**config.mk**
```make
export PLATFORM = sky130hd
export DESIGN_NAME = block_window_loader_flat
export DESIGN_NICKNAME = d
export VERILOG_FILES = /design/src/rtl/block_window_loader_if.sv /design/src/rtl/block_window_loader.sv /design/src/flat_wrapper.sv
export SDC_FILE = /design/constraint.sdc
export NUM_CORES = 2
export LEC_CHECK = 0
export BUFFER_PORTS_ARGS = -buffer_cell sky130_fd_sc_hd__buf_2
export CORE_AREA = 2 2 296 298
export CTS_CLUSTER_SIZE = 10
export DETAILED_ROUTE_END_ITERATION = 8
export DIE_AREA = 0 0 298 300
export PLACE_DENSITY_LB_ADDON = 0.05
export RECOVER_POWER = 50
export SLEW_MARGIN = 30
export SYNTH_ARGS = -nofsm -noshare
export SYNTH_HDL_FRONTEND = slang
export SYNTH_SLANG_ARGS = --single-unit
```
**constraint.sdc**
```tcl
create_clock -name clk_in -period 21.9 [get_ports clk_in]
set_input_delay 1.095 -clock clk_in [delete_from_list [all_inputs] [get_ports clk_in]]
set_output_delay 1.095 -clock clk_in [all_outputs]
set_load 0.01 [all_outputs]
```
**src/rtl/block_window_loader_if.sv**
```systemverilog
// ROM read bus between block_window_loader (master) and the song block ROM (slave).
interface block_window_loader_if #(
  parameter int ADDR_W = 8
);
  logic [ADDR_W-1:0] rom_addr_out;
  logic [53:0]       rom_data_in;

  modport master (output rom_addr_out, input rom_data_in);
  modport slave  (input rom_addr_out, output rom_data_in);
endinterface

```
**src/rtl/block_window_loader.sv**
```systemverilog
// Sliding window of the 12 earliest unexpired song blocks, refilled from the block ROM.
// Optional macro SKIP_EXPIRED_EN: drop already-expired records at append time (mid-song start).
module block_window_loader #(
  parameter int NUM_BLOCKS  = 256,
  parameter int ADDR_W      = 8,
  parameter int ROM_LATENCY = 2
) (
  input  logic                clk_in,
  input  logic                rst_in,
  input  logic [17:0]         curr_time_in,
  input  logic                start_in,
  block_window_loader_if.master rom,
  output logic [17:0]         curr_time_out,
  output logic [11:0][11:0]   block_x_out,
  output logic [11:0][11:0]   block_y_out,
  output logic [11:0][17:0]   block_time_out,
  output logic [11:0]         block_color_out,
  output logic [11:0][2:0]    block_direction_out,
  output logic [11:0][7:0]    block_ID_out,
  output logic [11:0]         slot_valid_out,
  output logic                window_ready_out,
  output logic                song_done_out
);
  localparam logic [2:0] ST_IDLE   = 3'd0;
  localparam logic [2:0] ST_ISSUE  = 3'd1;
  localparam logic [2:0] ST_WAIT   = 3'd2;
  localparam logic [2:0] ST_APPEND = 3'd3;
  localparam logic [2:0] ST_RUN    = 3'd4;
  localparam logic [2:0] ST_DONE   = 3'd5;

  localparam logic [ADDR_W:0] NB  = (ADDR_W+1)'(NUM_BLOCKS);
  localparam logic [2:0]      LAT = 3'(ROM_LATENCY);

  logic [2:0]        state_q, state_d;
  logic [ADDR_W:0]   next_addr_q, next_addr_d;
  logic [3:0]        count_q, count_d;
  logic [2:0]        lat_q, lat_d;
  logic [53:0]       rec_q, rec_d;
  logic [ADDR_W-1:0] rom_addr_q, rom_addr_d;
  logic [11:0][53:0] slot_q, slot_d;
  logic [11:0]       valid_q, valid_d;
  logic              ready_q, ready_d;
  logic              done_q, done_d;
  logic [17:0]       time_q;
  logic              active_s, evict_s, keep_s;

  assign active_s = (state_q == ST_ISSUE) || (state_q == ST_WAIT) ||
                    (state_q == ST_APPEND) || (state_q == ST_RUN);

  // Next-state: head eviction first, then the FSM step that may append into the shifted window.
  always_comb begin
    state_d     = state_q;
    next_addr_d = next_addr_q;
    count_d     = count_q;
    lat_d       = lat_q;
    rec_d       = rec_q;
    rom_addr_d  = rom_addr_q;
    slot_d      = slot_q;
    valid_d     = valid_q;
    evict_s     = 1'b0;
    keep_s      = 1'b1;
    if (start_in) begin
      state_d     = ST_ISSUE;
      next_addr_d = '0;
      count_d     = 4'd0;
      lat_d       = 3'd0;
      rom_addr_d  = '0;
      slot_d      = '0;
      valid_d     = 12'd0;
    end else begin
      evict_s = active_s && valid_q[0] && (slot_q[0][53:36] <= curr_time_in);
      if (evict_s) begin
        slot_d  = {54'd0, slot_q[11:1]};
        valid_d = {1'b0, valid_q[11:1]};
        count_d = count_q - 4'd1;
      end else begin
        slot_d  = slot_q;
        valid_d = valid_q;
        count_d = count_q;
      end
      case (state_q)
        ST_IDLE: state_d = ST_IDLE;
        ST_ISSUE: begin
          rom_addr_d = next_addr_q[ADDR_W-1:0];
          lat_d      = LAT;
          state_d    = ST_WAIT;
        end
        ST_WAIT: begin
          lat_d = lat_q - 3'd1;
          if (lat_q <= 3'd1) begin
            rec_d   = rom.rom_data_in;
            state_d = ST_APPEND;
          end else begin
            state_d = ST_WAIT;
          end
        end
        ST_APPEND: begin
`ifdef SKIP_EXPIRED_EN
          keep_s = (rec_q[53:36] > curr_time_in);
`else
          keep_s = 1'b1;
`endif
          // count_d already reflects a same-cycle eviction, so the record lands behind the new tail.
          if (keep_s) begin
            slot_d[count_d]  = rec_q;
            valid_d[count_d] = 1'b1;
            count_d          = count_d + 4'd1;
          end else begin
            count_d = count_d;
          end
          next_addr_d = next_addr_q + (ADDR_W+1)'(1);
          if ((count_d < 4'd12) && (next_addr_d < NB)) begin
            state_d = ST_ISSUE;
          end else begin
            state_d = ST_RUN;
          end
        end
        ST_RUN: begin
          if ((count_d < 4'd12) && (next_addr_q < NB)) begin
            state_d = ST_ISSUE;
          end else if ((next_addr_q == NB) && (count_d == 4'd0)) begin
            state_d = ST_DONE;
          end else begin
            state_d = ST_RUN;
          end
        end
        ST_DONE: state_d = ST_DONE;
        default: state_d = ST_IDLE;
      endcase
    end
    ready_d = (state_d == ST_RUN) && ((next_addr_d == NB) || (count_d == 4'd12));
    done_d  = (state_d == ST_DONE);
  end

  // State and output registers.
  always_ff @(posedge clk_in or posedge rst_in) begin
    if (rst_in) begin
      state_q     <= ST_IDLE;
      next_addr_q <= '0;
      count_q     <= 4'd0;
      lat_q       <= 3'd0;
      rec_q       <= 54'd0;
      rom_addr_q  <= '0;
      slot_q      <= '0;
      valid_q     <= 12'd0;
      ready_q     <= 1'b0;
      done_q      <= 1'b0;
      time_q      <= 18'd0;
    end else begin
      state_q     <= state_d;
      next_addr_q <= next_addr_d;
      count_q     <= count_d;
      lat_q       <= lat_d;
      rec_q       <= rec_d;
      rom_addr_q  <= rom_addr_d;
      slot_q      <= slot_d;
      valid_q     <= valid_d;
      ready_q     <= ready_d;
      done_q      <= done_d;
      time_q      <= (state_d == ST_IDLE) ? 18'd0 : curr_time_in;
    end
  end

  assign rom.rom_addr_out   = rom_addr_q;
  assign curr_time_out      = time_q;
  assign slot_valid_out     = valid_q;
  assign window_ready_out   = ready_q;
  assign song_done_out      = done_q;

  for (genvar g = 0; g < 12; g++) begin : g_slot
    assign block_time_out[g]      = slot_q[g][53:36];
    assign block_x_out[g]         = slot_q[g][35:24];
    assign block_y_out[g]         = slot_q[g][23:12];
    assign block_color_out[g]     = slot_q[g][11];
    assign block_direction_out[g] = slot_q[g][10:8];
    assign block_ID_out[g]        = slot_q[g][7:0];
  end
endmodule

```
**src/flat_wrapper.sv**
```systemverilog
// flat-port wrapper written by rule: the top's interface ports become plain ports
module block_window_loader_flat 
#(
  parameter int NUM_BLOCKS  = 256,
  parameter int ADDR_W      = 8,
  parameter int ROM_LATENCY = 2
)
  (clk_in, rst_in, curr_time_in, start_in, curr_time_out, block_x_out, block_y_out, block_time_out, block_color_out, block_direction_out, block_ID_out, slot_valid_out, window_ready_out, song_done_out, rom_rom_addr_out, rom_rom_data_in);
  block_window_loader_if #(.ADDR_W(ADDR_W)) rom_i ();
  input  logic clk_in;
  input  logic rst_in;
  input  logic [17:0] curr_time_in;
  input  logic start_in;
  output logic [17:0] curr_time_out;
  output logic [11:0][11:0] block_x_out;
  output logic [11:0][11:0] block_y_out;
  output logic [11:0][17:0] block_time_out;
  output logic [11:0] block_color_out;
  output logic [11:0][2:0] block_direction_out;
  output logic [11:0][7:0] block_ID_out;
  output logic [11:0] slot_valid_out;
  output logic window_ready_out;
  output logic song_done_out;
  output wire logic [$bits(rom_i.rom_addr_out)-1:0] rom_rom_addr_out;
  input wire logic [$bits(rom_i.rom_data_in)-1:0] rom_rom_data_in;
  assign rom_rom_addr_out = rom_i.rom_addr_out;
  assign rom_i.rom_data_in = rom_rom_data_in;
  block_window_loader #(.NUM_BLOCKS(NUM_BLOCKS), .ADDR_W(ADDR_W), .ROM_LATENCY(ROM_LATENCY)) u_core (.clk_in(clk_in), .rst_in(rst_in), .curr_time_in(curr_time_in), .start_in(start_in), .rom(rom_i), .curr_time_out(curr_time_out), .block_x_out(block_x_out), .block_y_out(block_y_out), .block_time_out(block_time_out), .block_color_out(block_color_out), .block_direction_out(block_direction_out), .block_ID_out(block_ID_out), .slot_valid_out(slot_valid_out), .window_ready_out(window_ready_out), .song_done_out(song_done_out));
endmodule
```
==> impl_metrics.tcl <==
set metrics [dict create \
    status "finished with violations" \
    failed_checks "capacitance limit, slew limit" \
    worstHoldStart "u_core.rom.rom_addr_out[2]" \
    post_cts_hold_buffer_count 0 \
    dpl.hpwl_um 95260 \
    regToRegStartpoint "u_core.state_q[1]" \
    cp_num_buf_inv 4 \
    drc 0 \
    worstSkewPairLatency_ns 0.64 \
    layout_worst_path_cycle_share 0.5276 \
    fin_nets 4666 \
    cts_num_sinks 761 \
    cp.required_ns 20.43 \
    netlist_top_cells_area "sky130_fd_sc_hd__dfrtp_1, sky130_fd_sc_hd__a311oi_1, sky130_fd_sc_hd__nand2_1" \
    setup_total_negative_slack_ns 0 \
    hold_path_end "u_core.rom.rom_addr_out[2]" \
    drt_wl_total_um 139900 \
    synth_nets 4193 \
    ir_worst_vdd_mv 0.06973 \
    post-synth-top-count-cell "sky130_fd_sc_hd__nand2_1" \
    synth-edff-count 0 \
    final_core_utilization 0.4852 \
    p_leak_nw 16.88 \
    clk_pin_slew_worst_paths_ns 0.05 \
    top_level_ports 763 \
    route.detailed.vias_per_inst 5.708 \
    netlist-cell-type-count 56 \
    drt_pre_antenna_iters 6 \
    fp-row-count 108 \
    via_count 32951 \
    pwr_density_cell_nw_per_um2 99.21 \
    cp.arrival_ns 10.09 \
    ff_latch_area_um2 19040 \
    hold_path_cell_cnt 2 \
    rsz0062_at_grt "false" \
    h_tree_levels 3 \
    hp-class "reg2reg" \
    detail_route.wl_per_cell_um 24.24 \
    slew_violations 756 \
    numPortBuffers 762 \
    vias_in_the_first_global_route 30439 \
    path_common_cell "sky130_fd_sc_hd__clkbuf_1" \
    starting_density_of_the_core 0.4166 \
    grt.overflow.total 0 \
    grt_antenna_before_repair 4 \
    first_pass_grt_wire_length_um 207300 \
    ant_nets 0 \
    area_occupied_by_multi_input_gates_um2 15150 \
    critPathMaxStageDelay_ns 6.26 \
    setup.worst_path.class "in2async" \
    cts.path.max_buffers 3 \
    die_w_um 298 \
    syn-cell-area_um2 35920 \
    finalWorstPathRequiredPeriod_ns 11.55 \
    dieHeight_um 300 \
    post_synthesis_instance_total 4095 \
    clk_root_buffer_cell "sky130_fd_sc_hd__clkbuf_16" \
    worst-r2r-setup-slack_ns 15.38 \
    critical_path.slowest_cell "sky130_fd_sc_hd__clkbuf_1" \
    timing.final.setup_violations 0 \
    seq_area_frac_synth 0.5302 \
    worst_hold_slack_ns 0.5241 \
    detail_route.iter0.violations 3549 \
    worst_r2r_endpoint "u_core.block_y_out[20]" \
    fmax_mhz 86.55 \
    grt_max_degree 199 \
    max_cap_violations 8 \
    timing.critical_path.from_type "input pin" \
    synth_area_leader "sky130_fd_sc_hd__dfrtp_1" \
    critical-path-top-delay-family "buffers and inverters" \
    worstMarginPinSlew_ns 8.770 \
    crit_path_end_kind "asynchronous set/reset pin" \
    synth_flop_cell "sky130_fd_sc_hd__dfrtp_1" \
    synth.yosys.warnings 0 \
    synth_top_cells_by_count "sky130_fd_sc_hd__nand2_1, sky130_fd_sc_hd__dfrtp_1, sky130_fd_sc_hd__nor2_1, sky130_fd_sc_hd__a311oi_1, sky130_fd_sc_hd__clkbuf_1" \
    seq_cells_post_synth 761 \
    synth.avg_cell_area_um2 8.772 \
    critical_path.cell_chain "buf_2 -> clkinvlp_2 -> clkbuf_1 -> clkbuf_1" \
    layout-area-overhead-vs-synth_pct 16.46 \
    core_um2 86210 \
    filler_cell_count 8686 \
    timing.max_slew.rel_slack -4.847 \
    fp.dieArea_um2 89400 \
    cts.repair_timing.setup_buffer_count 0 \
    yosysTopAreaCellShare 0.5302 \
    clock_skew_ns 0.02124 \
    timing.critical_path.fanout_max 155 \
    hold_viol_final 0 \
    tritoncts.num_buffers 91 \
    global_route_usage_over_all_layers 0.3005 \
    drive_above_1_share 0.06524 \
    synthArstFlopShare 1.000 \
    worst_r2r_path_depth 13 \
    power_mw 4.150 \
    tritoncts "built" \
    cts.repair.resized 0 \
    place.gp.congestion 0.8777 \
]
-- layer usage --
layer,vias to the layer above,share of wire,global-route usage
met1,16216,0.46,0.4621
li1,15167,-,-
met4,0,0.034,0.09931
met3,190,0.077,0.05521
met5,-,0,0
met2,1378,0.42,0.4230
-- cell families (layout without fill, tap and decap cells) --
family | Yosys count | in the layout | synth area share
multiplexers | 67 | 67 | 0.02055
XOR/XNOR | 15 | 15 | 0.003657
flip-flops | 761 | 761 | 0.5302
other | 0 | 4 | 0
buffers and inverters | 463 | 982 | 0.05131
adder cells (fa/ha/maj) | 23 | 23 | 0.008012
AND/OR/NAND/NOR | 2048 | 2048 | 0.2201
AO/OA/AOI/OAI | 718 | 718 | 0.1662
-- cell type report --
class / instances / share of cell area
well taps: 1155 / 0.03455
repair buffers: 811 / 0.08157
inverters: 32 / 0.002901
clock buffers: 133 / 0.06159
multi-input cells: 2871 / 0.3621
diodes: 4 / 0.0002393
flip-flops and latches: 761 / 0.4553
clock inverters: 6 / 0.001795
-- worst max path at each step --
stage                       from                    endpoint  slack (ns)  depth (start not counted)
2_1_floorplan             rst_in      u_core.block_ID_out[0]       10.37                          1
3_3_place_gp     curr_time_in[3]      u_core.block_y_out[68]       14.90                         14
3_5_place_dp     curr_time_in[5]      u_core.block_x_out[12]       14.80                         16
4_1_cts        u_core.state_q[1]      u_core.block_x_out[12]       15.24                         12
5_1_grt                   rst_in  u_core.block_time_out[175]        8.30                          4
6_report                  rst_in  u_core.block_time_out[209]       10.35                          4
-- power by group --
group / switching (mW) / internal (mW) / leakage [nW]
Clock: 0.602 / 0.806 / 1.29
Combinational: 0.551 / 0.226 / 5.11
Sequential: 0.416 / 1.55 / 10.5
Total: 1.57 / 2.58 / 16.9
-- worst register-to-register path, stage by stage (launching register included) --
cell                       delay [ns]
sky130_fd_sc_hd__dfrtp_1         0.57
sky130_fd_sc_hd__nor2_2          0.14
sky130_fd_sc_hd__xnor2_1         0.56
sky130_fd_sc_hd__nand4_1         0.26
sky130_fd_sc_hd__nor3_2          0.69
sky130_fd_sc_hd__o21a_4          0.65
sky130_fd_sc_hd__buf_6           0.63
sky130_fd_sc_hd__buf_12          0.65
sky130_fd_sc_hd__nand3_1         0.20
sky130_fd_sc_hd__a21oi_1         0.60
sky130_fd_sc_hd__nand2_4         0.37
sky130_fd_sc_hd__buf_4           0.47
sky130_fd_sc_hd__nor2_1          0.28
sky130_fd_sc_hd__a311oi_1        0.07
-- sequential cells by signal (all words and copies together), names as in the netlist --
name and flops:
u_core.block_ID_out 96, u_core.block_color_out 12, u_core.block_direction_out 36, u_core.block_time_out 216, u_core.block_x_out 144, u_core.block_y_out 144, u_core.count_q 4, u_core.curr_time_out 18
u_core.lat_q 3, u_core.next_addr_q 9, u_core.rec_q 54, u_core.rom.rom_addr_out 8, u_core.slot_valid_out 12, u_core.song_done_out 1, u_core.state_q 3, u_core.window_ready_out 1
-- layout by cell type, fill, tap and decap left out, types with 31 or more instances in the layout --
master | Yosys | routed
sky130_fd_sc_hd__a21oi_1 | 71 | 71
sky130_fd_sc_hd__a311oi_1 | 594 | 594
sky130_fd_sc_hd__buf_2 | 78 | 73
sky130_fd_sc_hd__clkbuf_1 | 343 | 725
sky130_fd_sc_hd__clkbuf_16 | 0 | 92
sky130_fd_sc_hd__dfrtp_1 | 761 | 761
sky130_fd_sc_hd__inv_1 | 32 | 31
sky130_fd_sc_hd__mux2_2 | 54 | 54
sky130_fd_sc_hd__nand2_1 | 1285 | 1281
sky130_fd_sc_hd__nand3_1 | 67 | 63
sky130_fd_sc_hd__nor2_1 | 646 | 646
-- stage by stage --
stage / instances / setup WS (ns) / cell area [um2]
final: 5773 / 10.35 / 41830
after global placement: 5625 / 14.90 / 39980
after floorplan: 4095 / 10.37 / 35920
after detailed placement: 5629 / 14.80 / 40060
after CTS: 5768 / 15.24 / 42720
after global routing: 5772 / 8.302 / 41830
Note: power is estimated with default switching activity, not from simulation.
